<file path="src/rtl/divider_unit_if.sv">
// Execute-stage divider request/response bundle.
// slave: the divider; master: the execute-stage driver.
interface divider_unit_if;
    logic        en_i;
    logic [1:0]  op_i;
    logic [31:0] operand1_i;
    logic [31:0] operand2_i;
    logic        stall_execute_stage_i;
    logic [31:0] result_o;
    logic        result_valid_o;
    logic        en_stall_execute_stage_o;

    modport slave (
        input  en_i,
        input  op_i,
        input  operand1_i,
        input  operand2_i,
        input  stall_execute_stage_i,
        output result_o,
        output result_valid_o,
        output en_stall_execute_stage_o
    );

    modport master (
        output en_i,
        output op_i,
        output operand1_i,
        output operand2_i,
        output stall_execute_stage_i,
        input  result_o,
        input  result_valid_o,
        input  en_stall_execute_stage_o
    );
endinterface

</file>
<file path="src/rtl/divider_unit.sv">
// Iterative radix-2 RV32M divider (DIV/DIVU/REM/REMU) for the execute stage.
// Optional DIVIDER_SPECIAL_CASE_EN: zero divisor / signed overflow finish in 1 cycle.
module divider_unit (
    input  logic          clk_i,
    input  logic          rst_i,
    divider_unit_if.slave bus
);

    typedef enum logic [1:0] {
        IDLE = 2'd0,
        BUSY = 2'd1,
        FIX  = 2'd2,
        DONE = 2'd3
    } state_t;

    state_t      state_q, state_d;
    logic [5:0]  cnt_q, cnt_d;
    logic [31:0] quot_q, quot_d;
    logic [32:0] rem_q, rem_d;
    logic [31:0] divisor_q, divisor_d;
    logic [31:0] dividend_q, dividend_d;
    logic [1:0]  op_q, op_d;
    logic        qsign_q, qsign_d;
    logic        rsign_q, rsign_d;
    logic        div0_q, div0_d;
    logic        ovf_q, ovf_d;
    logic [31:0] result_q, result_d;

    logic        signed_op;
    logic        a_neg, b_neg;
    logic [31:0] a_abs, b_abs;
    logic        div0_in, ovf_in, special_in;
    logic [31:0] special_res;
    logic [33:0] shift_rem;
    logic [33:0] trial;
    logic [31:0] q_fix, r_fix, fix_res;

    // Accept-cycle operand conditioning and special-case detection
    always_comb begin
        signed_op = ~bus.op_i[0];
        a_neg     = signed_op & bus.operand1_i[31];
        b_neg     = signed_op & bus.operand2_i[31];
        a_abs     = a_neg ? (32'd0 - bus.operand1_i) : bus.operand1_i;
        b_abs     = b_neg ? (32'd0 - bus.operand2_i) : bus.operand2_i;
        div0_in   = (bus.operand2_i == 32'd0);
        ovf_in    = signed_op & (bus.operand1_i == 32'h8000_0000)
                    & (bus.operand2_i == 32'hFFFF_FFFF);
`ifdef DIVIDER_SPECIAL_CASE_EN
        special_in = div0_in | ovf_in;
`else
        special_in = 1'b0;
`endif
        if (div0_in) begin
            special_res = bus.op_i[1] ? bus.operand1_i : 32'hFFFF_FFFF;
        end else begin
            special_res = bus.op_i[1] ? 32'd0 : 32'h8000_0000;
        end
    end

    // One restoring-division step: shift {rem, quot} and trial-subtract
    always_comb begin
        shift_rem = {rem_q, quot_q[31]};
        trial     = shift_rem - {2'b00, divisor_q};
    end

    // Sign correction, then force the architected special-case values
    always_comb begin
        q_fix = qsign_q ? (32'd0 - quot_q) : quot_q;
        r_fix = rsign_q ? (32'd0 - rem_q[31:0]) : rem_q[31:0];
        if (div0_q) begin
            q_fix = 32'hFFFF_FFFF;
            r_fix = dividend_q;
        end else if (ovf_q) begin
            q_fix = 32'h8000_0000;
            r_fix = 32'd0;
        end
        fix_res = op_q[1] ? r_fix : q_fix;
    end

    // FSM state register
    always_ff @(posedge clk_i) begin
        if (!rst_i) begin
            state_q <= IDLE;
        end else begin
            state_q <= state_d;
        end
    end

    // FSM next-state logic
    always_comb begin
        state_d = state_q;
        unique case (state_q)
            IDLE: begin
                if (bus.en_i) begin
                    state_d = special_in ? DONE : BUSY;
                end
            end
            BUSY: begin
                if (cnt_q == 6'd31) begin
                    state_d = FIX;
                end
            end
            FIX: begin
                state_d = DONE;
            end
            DONE: begin
                if (!bus.stall_execute_stage_i) begin
                    state_d = IDLE;
                end
            end
            default: state_d = IDLE;
        endcase
    end

    // FSM outputs; the stall request is combinational and masked by reset
    always_comb begin
        bus.result_valid_o = (state_q == DONE);
        bus.en_stall_execute_stage_o = rst_i & (
            ((state_q == IDLE) & bus.en_i) |
            (state_q == BUSY) |
            (state_q == FIX));
        bus.result_o = result_q;
    end

    // Datapath next-state: latch on accept, iterate in BUSY, finalise in FIX
    always_comb begin
        cnt_d      = cnt_q;
        quot_d     = quot_q;
        rem_d      = rem_q;
        divisor_d  = divisor_q;
        dividend_d = dividend_q;
        op_d       = op_q;
        qsign_d    = qsign_q;
        rsign_d    = rsign_q;
        div0_d     = div0_q;
        ovf_d      = ovf_q;
        result_d   = result_q;
        unique case (state_q)
            IDLE: begin
                if (bus.en_i) begin
                    op_d       = bus.op_i;
                    divisor_d  = b_abs;
                    dividend_d = bus.operand1_i;
                    quot_d     = a_abs;
                    rem_d      = 33'd0;
                    cnt_d      = 6'd0;
                    qsign_d    = a_neg ^ b_neg;
                    rsign_d    = a_neg;
                    div0_d     = div0_in;
                    ovf_d      = ovf_in;
                    if (special_in) begin
                        result_d = special_res;
                    end
                end
            end
            BUSY: begin
                cnt_d = cnt_q + 6'd1;
                if (!trial[33]) begin
                    rem_d  = trial[32:0];
                    quot_d = {quot_q[30:0], 1'b1};
                end else begin
                    rem_d  = shift_rem[32:0];
                    quot_d = {quot_q[30:0], 1'b0};
                end
            end
            FIX: begin
                result_d = fix_res;
            end
            DONE: begin
                result_d = result_q;
            end
            default: begin
                result_d = result_q;
            end
        endcase
    end

    // Datapath registers; reset discards any in-flight division
    always_ff @(posedge clk_i) begin
        if (!rst_i) begin
            cnt_q      <= 6'd0;
            quot_q     <= 32'd0;
            rem_q      <= 33'd0;
            divisor_q  <= 32'd0;
            dividend_q <= 32'd0;
            op_q       <= 2'b00;
            qsign_q    <= 1'b0;
            rsign_q    <= 1'b0;
            div0_q     <= 1'b0;
            ovf_q      <= 1'b0;
            result_q   <= 32'd0;
        end else begin
            cnt_q      <= cnt_d;
            quot_q     <= quot_d;
            rem_q      <= rem_d;
            divisor_q  <= divisor_d;
            dividend_q <= dividend_d;
            op_q       <= op_d;
            qsign_q    <= qsign_d;
            rsign_q    <= rsign_d;
            div0_q     <= div0_d;
            ovf_q      <= ovf_d;
            result_q   <= result_d;
        end
    end

endmodule

</file>
<file path="src/flat_wrapper.sv">
// flat-port wrapper written by rule: the top's interface ports become plain ports
module divider_unit_flat 
  (clk_i, rst_i, bus_en_i, bus_op_i, bus_operand1_i, bus_operand2_i, bus_stall_execute_stage_i, bus_result_o, bus_result_valid_o, bus_en_stall_execute_stage_o);
  divider_unit_if bus_i ();
  input  logic clk_i;
  input  logic rst_i;
  input wire logic [$bits(bus_i.en_i)-1:0] bus_en_i;
  input wire logic [$bits(bus_i.op_i)-1:0] bus_op_i;
  input wire logic [$bits(bus_i.operand1_i)-1:0] bus_operand1_i;
  input wire logic [$bits(bus_i.operand2_i)-1:0] bus_operand2_i;
  input wire logic [$bits(bus_i.stall_execute_stage_i)-1:0] bus_stall_execute_stage_i;
  output wire logic [$bits(bus_i.result_o)-1:0] bus_result_o;
  output wire logic [$bits(bus_i.result_valid_o)-1:0] bus_result_valid_o;
  output wire logic [$bits(bus_i.en_stall_execute_stage_o)-1:0] bus_en_stall_execute_stage_o;
  assign bus_i.en_i = bus_en_i;
  assign bus_i.op_i = bus_op_i;
  assign bus_i.operand1_i = bus_operand1_i;
  assign bus_i.operand2_i = bus_operand2_i;
  assign bus_i.stall_execute_stage_i = bus_stall_execute_stage_i;
  assign bus_result_o = bus_i.result_o;
  assign bus_result_valid_o = bus_i.result_valid_o;
  assign bus_en_stall_execute_stage_o = bus_i.en_stall_execute_stage_o;
  divider_unit u_core (.clk_i(clk_i), .rst_i(rst_i), .bus(bus_i));
endmodule
</file>
<file path="config.mk">
export PLATFORM = sky130hd
export DESIGN_NAME = divider_unit_flat
export DESIGN_NICKNAME = d
export VERILOG_FILES = /design/src/rtl/divider_unit_if.sv /design/src/rtl/divider_unit.sv /design/src/flat_wrapper.sv
export SDC_FILE = /design/constraint.sdc
export NUM_CORES = 1
export LEC_CHECK = 0
export ABC_CLOCK_PERIOD_IN_PS = 3610
export BUFFER_PORTS_ARGS = -buffer_cell sky130_fd_sc_hd__clkbuf_2
export CAP_MARGIN = 20
export CORE_MARGIN = 5
export CORE_UTILIZATION = 60
export CTS_BUF_LIST = sky130_fd_sc_hd__clkbuf_8
export CTS_CLUSTER_DIAMETER = 80
export CTS_CLUSTER_SIZE = 25
export DETAILED_ROUTE_END_ITERATION = 8
export GPL_ROUTABILITY_DRIVEN = 0
export PLACE_DENSITY_LB_ADDON = 0.15
export SYNTH_ARGS = -nofsm -noshare
export SYNTH_HDL_FRONTEND = slang
export SYNTH_SLANG_ARGS = --single-unit
</file>
<file path="constraint.sdc">
create_clock -name clk_i -period 3.61 [get_ports clk_i]
set_input_delay 0.722 -clock clk_i [delete_from_list [all_inputs] [get_ports clk_i]]
set_output_delay 0.722 -clock clk_i [all_outputs]
set_load 0.02 [all_outputs]
</file>
# After elaboration in Yosys (flattened, before gate mapping)

Index checks and enable logic that the tools add are counted.

Flip-flop bits (word level): 175
Bits of input ports: 70
Output and inout port bits: 34
Logic and storage cells: 64

Add/subtract/negate cells: 6
Equal/unequal tests: 9
Muxes and demuxes: 21
Bitwise operators: 10
Reductions and logical operators: 6

Operators by type and width:

| cell                    | count |
|---|---|
| $mux W32                | 10 |
| $sub A1 B32 Y32 const A | 4 |
| $mux W33                | 2 |
| $pmux W33 S2            | 1 |
| $eq A32 B32 Y1 const B  | 2 |
| $pmux W32 S2            | 1 |
| $sub A34 B32 Y34        | 1 |
| $logic_not A32 Y1       | 1 |
| $pmux W6 S2             | 1 |
| $pmux W2 S4             | 1 |
| $add A6 B1 Y6 const B   | 1 |
| $and A1 B1 Y1           | 6 |
| $eq A6 B5 Y1 const B    | 1 |
| $mux W2                 | 3 |
| $mux W6                 | 1 |
| $eq A2 B2 Y1 const B    | 2 |
| $ne A2 B2 Y1 const B    | 2 |
| $reduce_and A2 Y1       | 2 |
| $reduce_and A3 Y1       | 1 |
| $eq A2 B1 Y1 const B    | 1 |
| $logic_not A2 Y1        | 1 |
| $ne A2 B1 Y1 const B    | 1 |
| $or A1 B1 Y1            | 2 |
| $reduce_bool A2 Y1      | 1 |
| other kinds (3)         | 3 |

# Depth between registers and ports, before layout

Depth in word-level cells: 5
Depth in mapped cells: 14
Depth with buffers taken out: 13

# Least setup slack after synthesis

OpenSTA, ideal clock, no wires.

Path type: reg2reg
Start: register u_core.rem_q[11]
End: register u_core.rem_q[10]
Library setup time: 0.128 ns
Arrival time: 2.861 ns
Required time: 3.482 ns
Setup slack: 0.621 ns
Cell stages (with the launch flop): 13
Buffers on the path: 3
Clock period less this slack: 2.989 ns
Cell sequence: dfxtp_1 -> ha_1 -> clkbuf_1 -> a21o_1 -> a21oi_1 -> o21ai_0 -> or3_1 -> o2111ai_1 -> o311a_1 -> clkbuf_1 -> buf_2 -> mux2i_1 -> o21ai_0

Word-level cells in the longest chain between the ends: 3

Ends and longest elaborated chain:

| what                   | RTL line            | text |
|---|---|---|
| from (decl)            | divider_unit.sv:19  | `logic [32:0] rem_q, rem_d;` |
| from (signal assigned) | divider_unit.sv:195 | `rem_q <= rem_d;` |
| $sub A34 B32 Y34       | divider_unit.sv:63  | `trial = shift_rem - {2'b00, divisor_q};` |
| $mux W33               | divider_unit.sv:158 | `if (!trial[33]) begin` |
| $pmux W33 S2           | divider_unit.sv:138 | `unique case (state_q)` |

Every way passes these cells.
A chain may end at the register's enable or synchronous reset.

# Worst setup path after layout

Start: register u_core.rem_q[11]
End: register u_core.rem_q[25]

Same word-level chain as after synthesis.

==> results.txt <==
----------------------------------------------------
[Synthesis]
  Largest area contributor in the synthesized netlist ... sky130_fd_sc_hd__dfxtp_1
  Number of synthesized flops with an enable pin ... 0
  Synthesized area ... between 0.01 and 0.015 mm²
  Share of the synthesized area in the top cell type ... 0.295
  Number of library cell types mapped by synthesis ... 74
  Post-synth top flop ... sky130_fd_sc_hd__dfxtp_1
  Post-Syn Instances ... approximately 1600
  Seq cells post-synth ... around 170
  Synthesized net count ... roughly 1700
  Most common cell in the synthesized netlist ... sky130_fd_sc_hd__nand2_1
  Leading post-synthesis cells by cell area ... sky130_fd_sc_hd__dfxtp_1 29%, sky130_fd_sc_hd__nand2_1 8.5%, sky130_fd_sc_hd__o21ai_0 6.7%, sky130_fd_sc_hd__xor2_1 5.3%, sky130_fd_sc_hd__xnor2_1 5.2%
  Average cell area after synthesis ... around 7.5 µm²
  Proportion of synthesized chip area in sequential cells ... 0.295
  Yosys warning total ... 0
  Async S/R FF share, synth ... 0
  Most frequent cells after synthesis ... 266 x sky130_fd_sc_hd__nand2_1, 174 x sky130_fd_sc_hd__dfxtp_1, 157 x sky130_fd_sc_hd__o21ai_0, 112 x sky130_fd_sc_hd__a21oi_1, 100 x sky130_fd_sc_hd__nor2_1

[Floorplanning]
  Area enclosed by the die boundary ... 0.0226 mm²
  Starting Density ... 0.609
  Std cell rows ... a little over 50
  Die Span Y ... approximately 150 µm
  Count of pins on the block boundary ... about 100
  Floorplan die width ... around 150 µm
  Core Footprint ... between 0.015 and 0.02 mm²

[Timing]
  Final hold viol count ... 0
  Fin. max-slew vios ... 0
  Worst-case clock skew ... approximately 0.015 ns
  Maximum achievable frequency ... slightly above 300 MHz
  Fin crit period ... 3.21 ns
  Setup repair after global routing missed its margin ... no
  Setup tns final ... 0 ns
  Hold WS ... 0.472 ns
  Final setup violation count ... 0
  Measured slew at the worst slew-check pin ... approximately 0.96 ns
  Crit share post-route ... 0.889
  Worst relative slew slack ... 0.358

[CTS]
  H-tree depth reported by CTS ... 4
  Number of gates given a new drive strength after cts ... 0
  Clock transition at the registers of the reported paths ... approximately 0.11 ns
  CTS tree ... done
  Number of CTS-inserted buffers ... 17
  Post-CTS repair timing setup buffer count ... 0
  Number of buffers between clock root and the deepest sink ... 2
  Clk sink count ... about 170
  Hold-fix buffers, CTS ... 0
  Root cell of the clock tree ... sky130_fd_sc_hd__clkbuf_8
  Clock latency on the worst-skew pair ... 0.48 ns

[Global route]
  Maximum number of pins on one net before global-route repair ... a little over 90
  Number of antenna violations at the first check in global routing ... 0
  Number of global-route vias before repair ... 11000
  Global-route wire length before repair ... between 50000 and 60000 µm
  Tot GR Track Use ... 0.317
  Overflow left after global routing ... 0

[Drt]
  Drt total wl ... ~36000 µm
  Routed len/inst ... 18.8 µm
  Via count ... between 10000 and 15000
  Number of nets with antenna violations after routing ... 0
  1st-iter DRT viols ... 1126
  Detailed-router iteration count before antenna repair ... 6
  Via count normalized by instance count ... about 6.2
  # DRC ... 0

[Setup path]
  Crit Path Max Fanout ... 28
  R2r setup slk ... 0.40 ns
  Startpoint of the worst register-to-register path ... u_core.rem_q[11]
  Arrival time at the worst endpoint ... ~3.6 ns
  Cell count of the worst reg-to-reg path ... 10
  Nature of the critical path endpoint ... register
  Classification of the worst setup path ... register to register
  Worst EP required ... around 4.0 ns
  FF-to-FF End ... u_core.rem_q[25]
  Kind of start point of the critical path ... register

[Finish]
  Final cell utilization of the core ... 0.667
  Share of cells above drive strength 1 ... 0.122
  Diodes inserted ... 0
  Summed area of non-filler cells in the final layout ... ~0.013 mm²
  Area Overhead vs Synth ... 9.55%
  Final nets ... 1745
  Filler Cells Inserted ... ~1800

[Power and ir drop]
  Maximum resistive drop on vdd ... 442 µV
  Part of the total power dissipated in the clock network ... 0.167
  Fraction of power consumed by combinational cells ... 0.484
  Sw Ratio ... 0.471
  Leakage power summed over all cells ... about 0.0053 µW
  Switching component of the power ... 3790 µW
  Power per cell area ... roughly 620 mW/mm²
  Portion of total power attributed to sequential cells ... 0.350
  Int Power ... between 4000 and 5000 µW

[Worst hold path]
  Hold-critical path endpoint ... u_core.bus.result_o[10]
  Tightest Hold Check Type ... register to register
  Min-delay src ... u_core.bus.result_o[10]
  Number of instances on the worst hold path ... 2

[Run]
  Max Cap Viol ... 0

[Status]
  Outcome ... completed

[Place]
  Port buffer count ... approximately 100
  DPL Wire Length ... about 27000 µm
  Cell area after placement ... about 0.013 mm²

----------------------------------------------------
-- stage by stage --
step	total power, µW	cells	setup slack [ns]
after floorplan	5530	1567	0.621
after global placement	6590	1878	0.509
after detailed placement	6660	1878	0.432
after CTS	8000	1910	0.419
after global routing	8570	1910	0.220
final	8040	1910	0.402
-- layout by cell type (no fill, tap or decap), types with 12 or more instances in the layout --
| cell | synthesis | final |
|---|---|---|
| sky130_fd_sc_hd__clkbuf_8 | 1 | 17 |
| sky130_fd_sc_hd__nor3_1 | 25 | 25 |
| sky130_fd_sc_hd__nor4_1 | 16 | 16 |
| sky130_fd_sc_hd__dfxtp_1 | 174 | 174 |
| sky130_fd_sc_hd__o21ai_0 | 157 | 157 |
| sky130_fd_sc_hd__nand4_1 | 14 | 14 |
| sky130_fd_sc_hd__xor2_1 | 72 | 72 |
| sky130_fd_sc_hd__nand2_1 | 266 | 265 |
| sky130_fd_sc_hd__nand3_1 | 26 | 26 |
| sky130_fd_sc_hd__mux2i_1 | 39 | 39 |
| sky130_fd_sc_hd__clkbuf_2 | 0 | 103 |
| sky130_fd_sc_hd__a21oi_1 | 112 | 112 |
| sky130_fd_sc_hd__a31oi_1 | 12 | 12 |
| sky130_fd_sc_hd__o31ai_1 | 21 | 21 |
| sky130_fd_sc_hd__xnor2_1 | 70 | 70 |
| sky130_fd_sc_hd__o41ai_1 | 13 | 13 |
| sky130_fd_sc_hd__o211a_1 | 16 | 16 |
| sky130_fd_sc_hd__a21o_1 | 15 | 15 |
| sky130_fd_sc_hd__inv_1 | 55 | 55 |
| sky130_fd_sc_hd__buf_4 | 3 | 33 |
| sky130_fd_sc_hd__a211oi_1 | 12 | 12 |
| sky130_fd_sc_hd__a21boi_0 | 37 | 37 |
| sky130_fd_sc_hd__ha_1 | 42 | 41 |
| sky130_fd_sc_hd__nor2_1 | 100 | 99 |
| sky130_fd_sc_hd__nor2b_1 | 14 | 14 |
| sky130_fd_sc_hd__or3_1 | 19 | 19 |
-- worst max-delay path, cell delays in order (launching register included) --
cell and delay (ns):
sky130_fd_sc_hd__dfxtp_1 0.52, sky130_fd_sc_hd__ha_1 0.37, sky130_fd_sc_hd__a21o_1 0.23, sky130_fd_sc_hd__a21oi_1 0.13
sky130_fd_sc_hd__o21ai_0 0.17, sky130_fd_sc_hd__or3_1 0.39, sky130_fd_sc_hd__o2111ai_1 0.21, sky130_fd_sc_hd__o311a_2 0.41
sky130_fd_sc_hd__buf_12 0.26, sky130_fd_sc_hd__nand2_1 0.17, sky130_fd_sc_hd__o21ai_0 0.25
-- cell families (layout without fill, tap and decap cells) --
| family | after synthesis | after routing | synth area share |
|---|---|---|---|
| simple gates | 539 | 539 | 0.209 |
| compound gates | 480 | 480 | 0.261 |
| flops | 174 | 174 | 0.295 |
| buf+inv | 149 | 227 | 0.0500 |
| xor+xnor | 142 | 142 | 0.105 |
| fa+ha+maj | 43 | 43 | 0.0462 |
| mux | 40 | 40 | 0.0340 |
-- registers in the layout, summed over array words and instances (netlist names) --
name                 flops
u_core.rem_q            33
u_core.rsign_q           1
u_core.cnt_q             6
u_core.op_q              1
u_core.divisor_q        32
u_core.quot_q           32
u_core.dividend_q       32
u_core.state_q           2
u_core.bus.result_o     32
u_core.ovf_q             1
u_core.div0_q            1
u_core.qsign_q           1
-- power groups by stage --
| stage | sequential [µW] | combinational [µW] | clock [µW] |
|---|---|---|---|
| after floorplan | 2760 | 2760 | 0 |
| after global placement | 2820 | 3770 | 0 |
| after detailed placement | 2840 | 3830 | 0 |
| after CTS | 2790 | 3850 | 1360 |
| after global routing | 2850 | 4280 | 1440 |
| final | 2810 | 3890 | 1340 |
-- worst max path at each step --
| stage | startpoint | end | slack (ns) | cells past startpoint |
|---|---|---|---|---|
| 2_1_floorplan | u_core.rem_q[11] | u_core.rem_q[10] | 0.62 | 12 |
| 3_3_place_gp | bus_operand2_i[6] | u_core.divisor_q[29] | 0.51 | 11 |
| 3_5_place_dp | bus_operand2_i[6] | u_core.divisor_q[29] | 0.43 | 11 |
| 4_1_cts | u_core.rem_q[11] | u_core.rem_q[25] | 0.42 | 10 |
| 5_1_grt | u_core.rem_q[11] | u_core.rem_q[20] | 0.22 | 10 |
| 6_report | u_core.rem_q[11] | u_core.rem_q[25] | 0.40 | 10 |
-- cell type report --
class	instances	area [µm²]	share of cell area
well taps	265	332	0.0256
clock inverters	15	143	0.0110
flip-flops and latches	174	3480	0.269
repair buffers	137	783	0.0605
multi-input cells	1244	7750	0.599
clock buffers	17	234	0.0181
inverters	58	218	0.0168
-- per-layer routing --
layer / wire length, µm / GRT usage
met1: 14800 / 0.401
met4: 1910 / 0.164
met5: 0 / 0
met3: 2420 / 0.0479
met2: 16800 / 0.523
Power figures use the tool's default switching activity.
